--- src/rtl/clk_div_pkg.sv ---
// Shared types and helpers for the clk_div_bank clock-enable/divided-clock generator.
// Divisor and phase clamping live here so every channel coerces values identically.
package clk_div_pkg;

   typedef enum logic [1:0] {
      S_STARTUP,
      S_RUN,
      S_UPDATE
   } state_e;

   localparam int DIV_W_DEFAULT = 16;

   // Divisors below 2 cannot form a high and a low phase, so they run as 2.
   function automatic logic [31:0] clamp_div(input logic [31:0] d);
      return (d < 32'd2) ? 32'd2 : d;
   endfunction

   function automatic logic [31:0] clamp_phase(input logic [31:0] p, input logic [31:0] d);
      return (p >= d) ? (d - 32'd1) : p;
   endfunction

endpackage

--- src/rtl/clk_div_channel.sv ---
// One divider channel: period counter, pending divisor applied at the period boundary,
// registered clk_en/clk_out. Start phase support is built only with `CLKDIV_PHASE_EN.
module clk_div_channel
   import clk_div_pkg::*;
#(
   parameter int               DIV_W   = DIV_W_DEFAULT,
   parameter logic [DIV_W-1:0] RST_DIV = DIV_W'(2)
) (
   input  logic             i_clk,
   input  logic             i_rst,
   input  logic             i_en,
   input  logic             i_load,
   input  logic [DIV_W-1:0] i_div,
`ifdef CLKDIV_PHASE_EN
   input  logic [DIV_W-1:0] i_phase,
`endif
   output logic             o_pending,
   output logic             o_clk_en,
   output logic             o_clk_out
);

   localparam logic [DIV_W-1:0] ONE       = DIV_W'(1);
   localparam logic [DIV_W-1:0] RST_DIV_C = DIV_W'(clamp_div(32'(RST_DIV)));

   logic [DIV_W-1:0] r_cnt, r_div, r_pend_div;
   logic             r_pend, r_run, r_clk_en, r_clk_out;
   logic [DIV_W-1:0] w_cnt_nxt, w_div_nxt, w_start;
   logic             w_pend_nxt, w_apply, w_boundary;
`ifdef CLKDIV_PHASE_EN
   logic [DIV_W-1:0] r_phase, r_pend_phase, w_phase_nxt;
`endif

   // A boundary is the wrap of a running period or the first cycle after (re)enable;
   // a disabled channel has no period to protect, so it applies a pending divisor at once.
   always_comb begin
      w_div_nxt  = r_div;
      w_pend_nxt = r_pend;
      w_cnt_nxt  = r_cnt + ONE;
      w_apply    = 1'b0;
      w_boundary = 1'b0;
      w_start    = '0;
`ifdef CLKDIV_PHASE_EN
      w_phase_nxt = r_phase;
`endif
      if (!i_en) begin
         w_cnt_nxt = '0;
         w_apply   = r_pend;
      end else if (!r_run || (r_cnt == r_div - ONE)) begin
         w_boundary = 1'b1;
         w_apply    = r_pend;
      end
      if (w_apply) begin
         w_div_nxt  = r_pend_div;
         w_pend_nxt = 1'b0;
`ifdef CLKDIV_PHASE_EN
         w_phase_nxt = r_pend_phase;
`endif
      end
`ifdef CLKDIV_PHASE_EN
      if (w_apply || !r_run)
         w_start = DIV_W'(clamp_phase(32'(w_phase_nxt), 32'(w_div_nxt)));
`endif
      if (w_boundary) w_cnt_nxt = w_start;
      if (i_load) w_pend_nxt = 1'b1;
   end

   always_ff @(posedge i_clk or posedge i_rst) begin
      if (i_rst) begin
         r_cnt      <= '0;
         r_div      <= RST_DIV_C;
         r_pend_div <= RST_DIV_C;
         r_pend     <= 1'b0;
         r_run      <= 1'b0;
         r_clk_en   <= 1'b0;
         r_clk_out  <= 1'b0;
      end else begin
         r_cnt     <= w_cnt_nxt;
         r_div     <= w_div_nxt;
         r_pend    <= w_pend_nxt;
         r_run     <= i_en;
         r_clk_en  <= i_en && (w_cnt_nxt == w_div_nxt - ONE);
         r_clk_out <= i_en && (w_cnt_nxt < (w_div_nxt >> 1));
         if (i_load) r_pend_div <= DIV_W'(clamp_div(32'(i_div)));
      end
   end

`ifdef CLKDIV_PHASE_EN
   always_ff @(posedge i_clk or posedge i_rst) begin
      if (i_rst) begin
         r_phase      <= '0;
         r_pend_phase <= '0;
      end else begin
         r_phase <= w_phase_nxt;
         if (i_load) r_pend_phase <= i_phase;
      end
   end
`endif

   assign o_pending = r_pend;
   assign o_clk_en  = r_clk_en;
   assign o_clk_out = r_clk_out;

endmodule

--- src/rtl/clk_div_bank.sv ---
// Multi-channel programmable divider bank with MMCM-style lock and a cfg valid/ready port.
// Optional per-channel start phase (cfg_phase) is enabled by defining `CLKDIV_PHASE_EN.
module clk_div_bank
   import clk_div_pkg::*;
#(
   parameter int                        NUM_CH      = 2,
   parameter int                        DIV_W       = DIV_W_DEFAULT,
   parameter logic [NUM_CH*DIV_W-1:0]   DEFAULT_DIV = {16'd100, 16'd5},
   parameter int                        LOCK_CYCLES = 64
) (
   input  logic                      clk,
   input  logic                      reset,
   input  logic [NUM_CH-1:0]         ch_enable,
   input  logic [NUM_CH*DIV_W-1:0]   cfg_div,
   input  logic                      cfg_valid,
   output logic                      cfg_ready,
   output logic [NUM_CH-1:0]         clk_en,
   output logic [NUM_CH-1:0]         clk_out,
`ifdef CLKDIV_PHASE_EN
   input  logic [NUM_CH*DIV_W-1:0]   cfg_phase,
`endif
   output logic                      locked
);

   localparam int            LCW       = $clog2(LOCK_CYCLES + 1);
   localparam logic [LCW-1:0] LOCK_LAST = LCW'(LOCK_CYCLES - 1);

   // Handshake: a cfg word transfers on a rising edge where cfg_valid && cfg_ready;
   // cfg_ready is high only in S_RUN, and a valid seen while it is low is dropped, not queued.
   state_e             r_state, w_state_nxt;
   logic [LCW-1:0]     r_lock_cnt, w_lock_nxt;
   logic               w_load;
   logic [NUM_CH-1:0]  w_pending;

   always_ff @(posedge clk or posedge reset) begin
      if (reset) begin
         r_state    <= S_STARTUP;
         r_lock_cnt <= '0;
      end else begin
         r_state    <= w_state_nxt;
         r_lock_cnt <= w_lock_nxt;
      end
   end

   always_comb begin
      w_state_nxt = r_state;
      w_lock_nxt  = r_lock_cnt;
      w_load      = 1'b0;
      cfg_ready   = 1'b0;
      locked      = 1'b0;
      case (r_state)
         S_STARTUP: begin
            if (r_lock_cnt == LOCK_LAST) w_state_nxt = S_RUN;
            else                         w_lock_nxt  = r_lock_cnt + LCW'(1);
         end
         S_RUN: begin
            locked    = 1'b1;
            cfg_ready = 1'b1;
            if (cfg_valid) begin
               w_load      = 1'b1;
               w_state_nxt = S_UPDATE;
            end
         end
         S_UPDATE: begin
            if (~|w_pending) w_state_nxt = S_RUN;
         end
         default: w_state_nxt = S_STARTUP;
      endcase
   end

   for (genvar g = 0; g < NUM_CH; g++) begin : g_ch
      clk_div_channel #(
         .DIV_W   (DIV_W),
         .RST_DIV (DEFAULT_DIV[g*DIV_W +: DIV_W])
      ) u_ch (
         .i_clk     (clk),
         .i_rst     (reset),
         .i_en      (ch_enable[g]),
         .i_load    (w_load),
         .i_div     (cfg_div[g*DIV_W +: DIV_W]),
`ifdef CLKDIV_PHASE_EN
         .i_phase   (cfg_phase[g*DIV_W +: DIV_W]),
`endif
         .o_pending (w_pending[g]),
         .o_clk_en  (clk_en[g]),
         .o_clk_out (clk_out[g])
      );
   end

endmodule

--- config.mk ---
export PLATFORM = sky130hd
export DESIGN_NAME = clk_div_bank
export DESIGN_NICKNAME = d
export VERILOG_FILES = /design/src/rtl/clk_div_pkg.sv /design/src/rtl/clk_div_channel.sv /design/src/rtl/clk_div_bank.sv
export SDC_FILE = /design/constraint.sdc
export NUM_CORES = 1
export LEC_CHECK = 0
export ABC_AREA = 1
export CORE_ASPECT_RATIO = 0.6
export CORE_MARGIN = 1
export CORE_UTILIZATION = 42
export CTS_BUF_LIST = sky130_fd_sc_hd__clkbuf_4 sky130_fd_sc_hd__clkbuf_8 sky130_fd_sc_hd__clkbuf_16
export DETAILED_ROUTE_END_ITERATION = 16
export MAX_ROUTING_LAYER = met4
export PLACE_DENSITY = 0.68
export SLEW_MARGIN = 20
export SYNTH_ARGS = -nofsm -noshare
export SYNTH_HDL_FRONTEND = slang
export SYNTH_SLANG_ARGS = --single-unit
--- constraint.sdc ---
create_clock -name clk -period 5.8 [get_ports clk]
set_clock_uncertainty 0.2 [all_clocks]
set_input_delay 1.45 -clock clk [delete_from_list [all_inputs] [get_ports clk]]
set_output_delay 1.45 -clock clk [all_outputs]
set_load 0.02 [all_outputs]
==> results.py <==
metrics = {
    "run_status": {
        "outcome": "complete, no violations",
    },
    "sta": {
        "min_period_ns": 4.57,
        "slew_headroom_pct": 37.3,
        "hold_viol_final": 0,
        "report.final.slew_viol_count": 0,
        "finalSetupViolCount": 0,
        "max_freq_mhz": 219,
        "tightest_slew_ns": 0.940,
        "period_share_pct": 78.7,
        "tns_ns": 0,
        "rsz0062_at_grt": "false",
    },
    "cells_and_area": {
        "final_common_cell": "nand2_1",
        "layout_common_cells": "nand2_1, inv_1, nor2_1",
        "nFillCells": 1866,
        "area_growth_pct": 15.0,
        "insertedDiodeCount": 0,
        "final_area_um2": 9510,
        "drive_gt1_share_pct": 9.24,
        "fin_cells": 1510,
        "finalNetCount": 1303,
        "final_util_pct": 49.7,
    },
    "setup_path": {
        "worstSetupStartpointType": "flip-flop",
        "path_cells": "inv_1, ha_1, nand2_2, nor2_4, nand2_1, nand2_1, nand2_1, inv_1, nor2_1, nand2_1, nor2_1, nand2_1, nand3_2, nand2_2, inv_1, nand2_1, nand2_1, inv_1, ha_1, a21o_1, a2111oi_1, nand2_1, nor2_1",
        "cp_max_fo": 24,
        "critPathSlowestCell": "a2111oi_1",
        "cp-end-kind": "flip-flop",
        "r2r_start": "g_ch[0].u_ch.r_div[0]$_DFF_PP1_",
        "crit_start": "g_ch[0].u_ch.r_div[0]$_DFF_PP1_",
        "arrival_ns": 4.71,
        "worst_ep_required_time_ns": 5.95,
        "crit_top_cell": "nand2_1",
        "r2r_slack_ns": 1.23,
        "critPathMaxStageDelay_ns": 0.76,
        "critical-path-top-delay-family": "simple AND/OR/NAND/NOR gates",
        "critPathBufInv": 4,
        "crit_type": "reg2reg",
    },
    "synth": {
        "yosys_register_bits": 113,
        "syn-cell-area_um2": 8270,
        "avgSynthCellArea_um2": 6.95,
        "synthCells": 1189,
        "async_reset_ff_share_pct": 100,
        "ys_seq_area_share_pct": 34.4,
        "synth_edf_count": 0,
        "synth_flop_cell": "dfrtp_1",
        "synthesis.nets": 1261,
        "ys_warn_count": 0,
        "ys_types": 46,
    },
    "grt": {
        "grt_pass1_wl_mm": 39.6,
        "grt_usage_pct": 26.7,
        "grt_pass1_vias": 7010,
        "grt_overflow": 0,
        "antenna_found_initial": 0,
        "grt_max_degree": 47,
    },
    "routing": {
        "viasPerCell": 5.09,
        "drc": 0,
        "vias": 7688,
        "first_pass_iters": 5,
        "postRouteAntennaNets": 0,
        "routed_wl_mm": 24.7,
        "wire_per_inst_um": 16.4,
        "drt_iter0_markers": 844,
    },
    "clock_tree": {
        "cts_resized": 0,
        "cts.sinks": 113,
        "clock_path_buffers": 2,
        "cts-root-buf": "clkbuf_16",
        "path_clk_slew_ns": 0.06,
        "htreeDepth": 4,
        "cts_hold_buf": 0,
        "insertion_delay_ns": 0.43,
        "post_cts_buffers": 0,
        "cts_made_buffers": 17,
        "cts_tree": "built",
    },
    "die": {
        "die_area_um2": 20300,
        "initial_core_util_pct": 43.2,
        "core-area_um2": 19100,
        "die_x_um": 183,
        "rows": 39,
        "io_pins": 43,
        "die_h_um": 111,
    },
    "power_and_ir_drop": {
        "vdd_drop_max_mv": 0.314,
        "p_leak_nw": 4.84,
        "p_total_mw": 4.53,
        "power_density_nw_per_um2": 476,
    },
    "placed_design": {
        "place_inst": 1478,
        "hpwl_mm": 19.2,
        "placed_area_um2": 8890,
        "gp_congestion": 1.01,
        "port_buffers": 42,
    },
    "worst_hold_path": {
        "hold_start": "r_lock_cnt[6]$_DFFE_PP0P_",
        "hold_class": "reg2reg",
    },
    "job": {
        "maxCapViolCount": 0,
    },
}
-- where the power goes --
part / internal, mW / switching, mW
Combinational: 0.679 / 1.43
Clock: 0.698 / 0.409
Sequential: 1.06 / 0.257
Total: 2.44 / 2.09
-- flip-flops by register name, indices dropped and copies added (netlist names) --
signal	count
g_ch.u_ch.r_div	32
g_ch.u_ch.o_pending	2
r_lock_cnt	7
g_ch.u_ch.r_cnt	32
g_ch.u_ch.o_clk_out	2
r_state	2
g_ch.u_ch.o_clk_en	2
g_ch.u_ch.r_run	2
g_ch.u_ch.r_pend_div	32
-- final cells by class --
type	instances	area, um^2	share of cell area [%]
multi-input combinational	883	4630	48.7
clock inverter	12	158	1.66
sequential	113	2840	29.9
timing repair buffer	47	458	4.82
clock buffer	20	454	4.78
tap	266	333	3.50
inverter	169	637	6.70
-- path summary, 6_finish.rpt --
| path | to | cells after the start |
|---|---|---|
| hold / removal | r_lock_cnt[6]$_DFFE_PP0P_ | 2 |
| hold reg to reg | r_lock_cnt[6]$_DFFE_PP0P_ | 2 |
| max in group asynchronous | g_ch[1].u_ch.r_pend_div[2]$_DFFE_PP1P_ | 3 |
| setup / recovery | g_ch[0].u_ch.o_clk_out$_DFF_PP0_ | 23 |
| setup reg to reg | g_ch[0].u_ch.o_clk_out$_DFF_PP0_ | 23 |
| min in group asynchronous | g_ch[0].u_ch.r_run$_DFF_PP0_ | 2 |
-- logic make-up after synthesis --
logic type	synth area share, %
compound gates	5.31
mux	0.136
buf+inv	9.69
xor+xnor	7.69
simple gates	37.5
fa+ha+maj	5.30
flops	34.4
-- stage by stage --
| step | setup slack, ns | hold WS [ns] |
|---|---|---|
| 2_1_floorplan | 1.18 | 0.231 |
| 3_3_place_gp | 0.902 | 0.243 |
| 3_5_place_dp | 0.861 | 0.255 |
| 4_1_cts | 1.16 | 0.269 |
| 5_1_grt | 0.842 | 0.311 |
| 6_report | 1.23 | 0.268 |
-- per-layer routing --
| layer | up-vias | share of wire [%] | GRT usage, % |
|---|---|---|---|
| li1 | 3834 | - | - |
| met1 | 3509 | 53 | 43.0 |
| met2 | 323 | 34 | 30.0 |
| met3 | 22 | 12 | 9.36 |
| met4 | 0 | 0.95 | 5.67 |
| met5 | - | 0 | - |
-- synthesized netlist by cell type (2+ instances only) --
cell,n,area share (%)
and3_1,2,0.15
o21ai_0,36,2.2
nor4_1,7,0.53
or2_2,3,0.23
o21ai_2,4,0.42
clkbuf_1,6,0.27
nor2_2,8,0.61
buf_4,7,0.64
nor3_1,9,0.54
nand4_1,19,1.4
nand3b_1,13,1.2
a21oi_1,14,0.85
dfstp_2,10,3.2
nand2_1,378,17
a21o_1,3,0.27
buf_6,6,0.82
nor2_1,120,5.4
o21ai_1,6,0.36
nand3_2,6,0.73
xnor2_1,17,1.8
inv_1,157,7.1
dfrtp_1,103,31
xor2_1,53,5.6
o211ai_1,2,0.18
ha_1,35,5.3
nand2_2,21,1.6
inv_2,11,0.50
nand3_1,102,6.2
o21ai_4,2,0.39
a22oi_1,2,0.18
nor2_4,9,1.2
buf_2,4,0.24
-- worst register-to-register path, cell delays in order (launching register included) --
cell	delay, ns
dfstp_2	0.53
inv_1	0.12
ha_1	0.30
nand2_2	0.15
nor2_4	0.07
nand2_1	0.06
nand2_1	0.05
nand2_1	0.11
inv_1	0.04
nor2_1	0.08
nand2_1	0.05
nor2_1	0.10
nand2_1	0.10
nand3_2	0.10
nand2_2	0.31
inv_1	0.19
nand2_1	0.07
nand2_1	0.11
inv_1	0.09
ha_1	0.31
a21o_1	0.16
a2111oi_1	0.76
nand2_1	0.27
nor2_1	0.15
No activity file was read; power rests on OpenSTA's default activity.
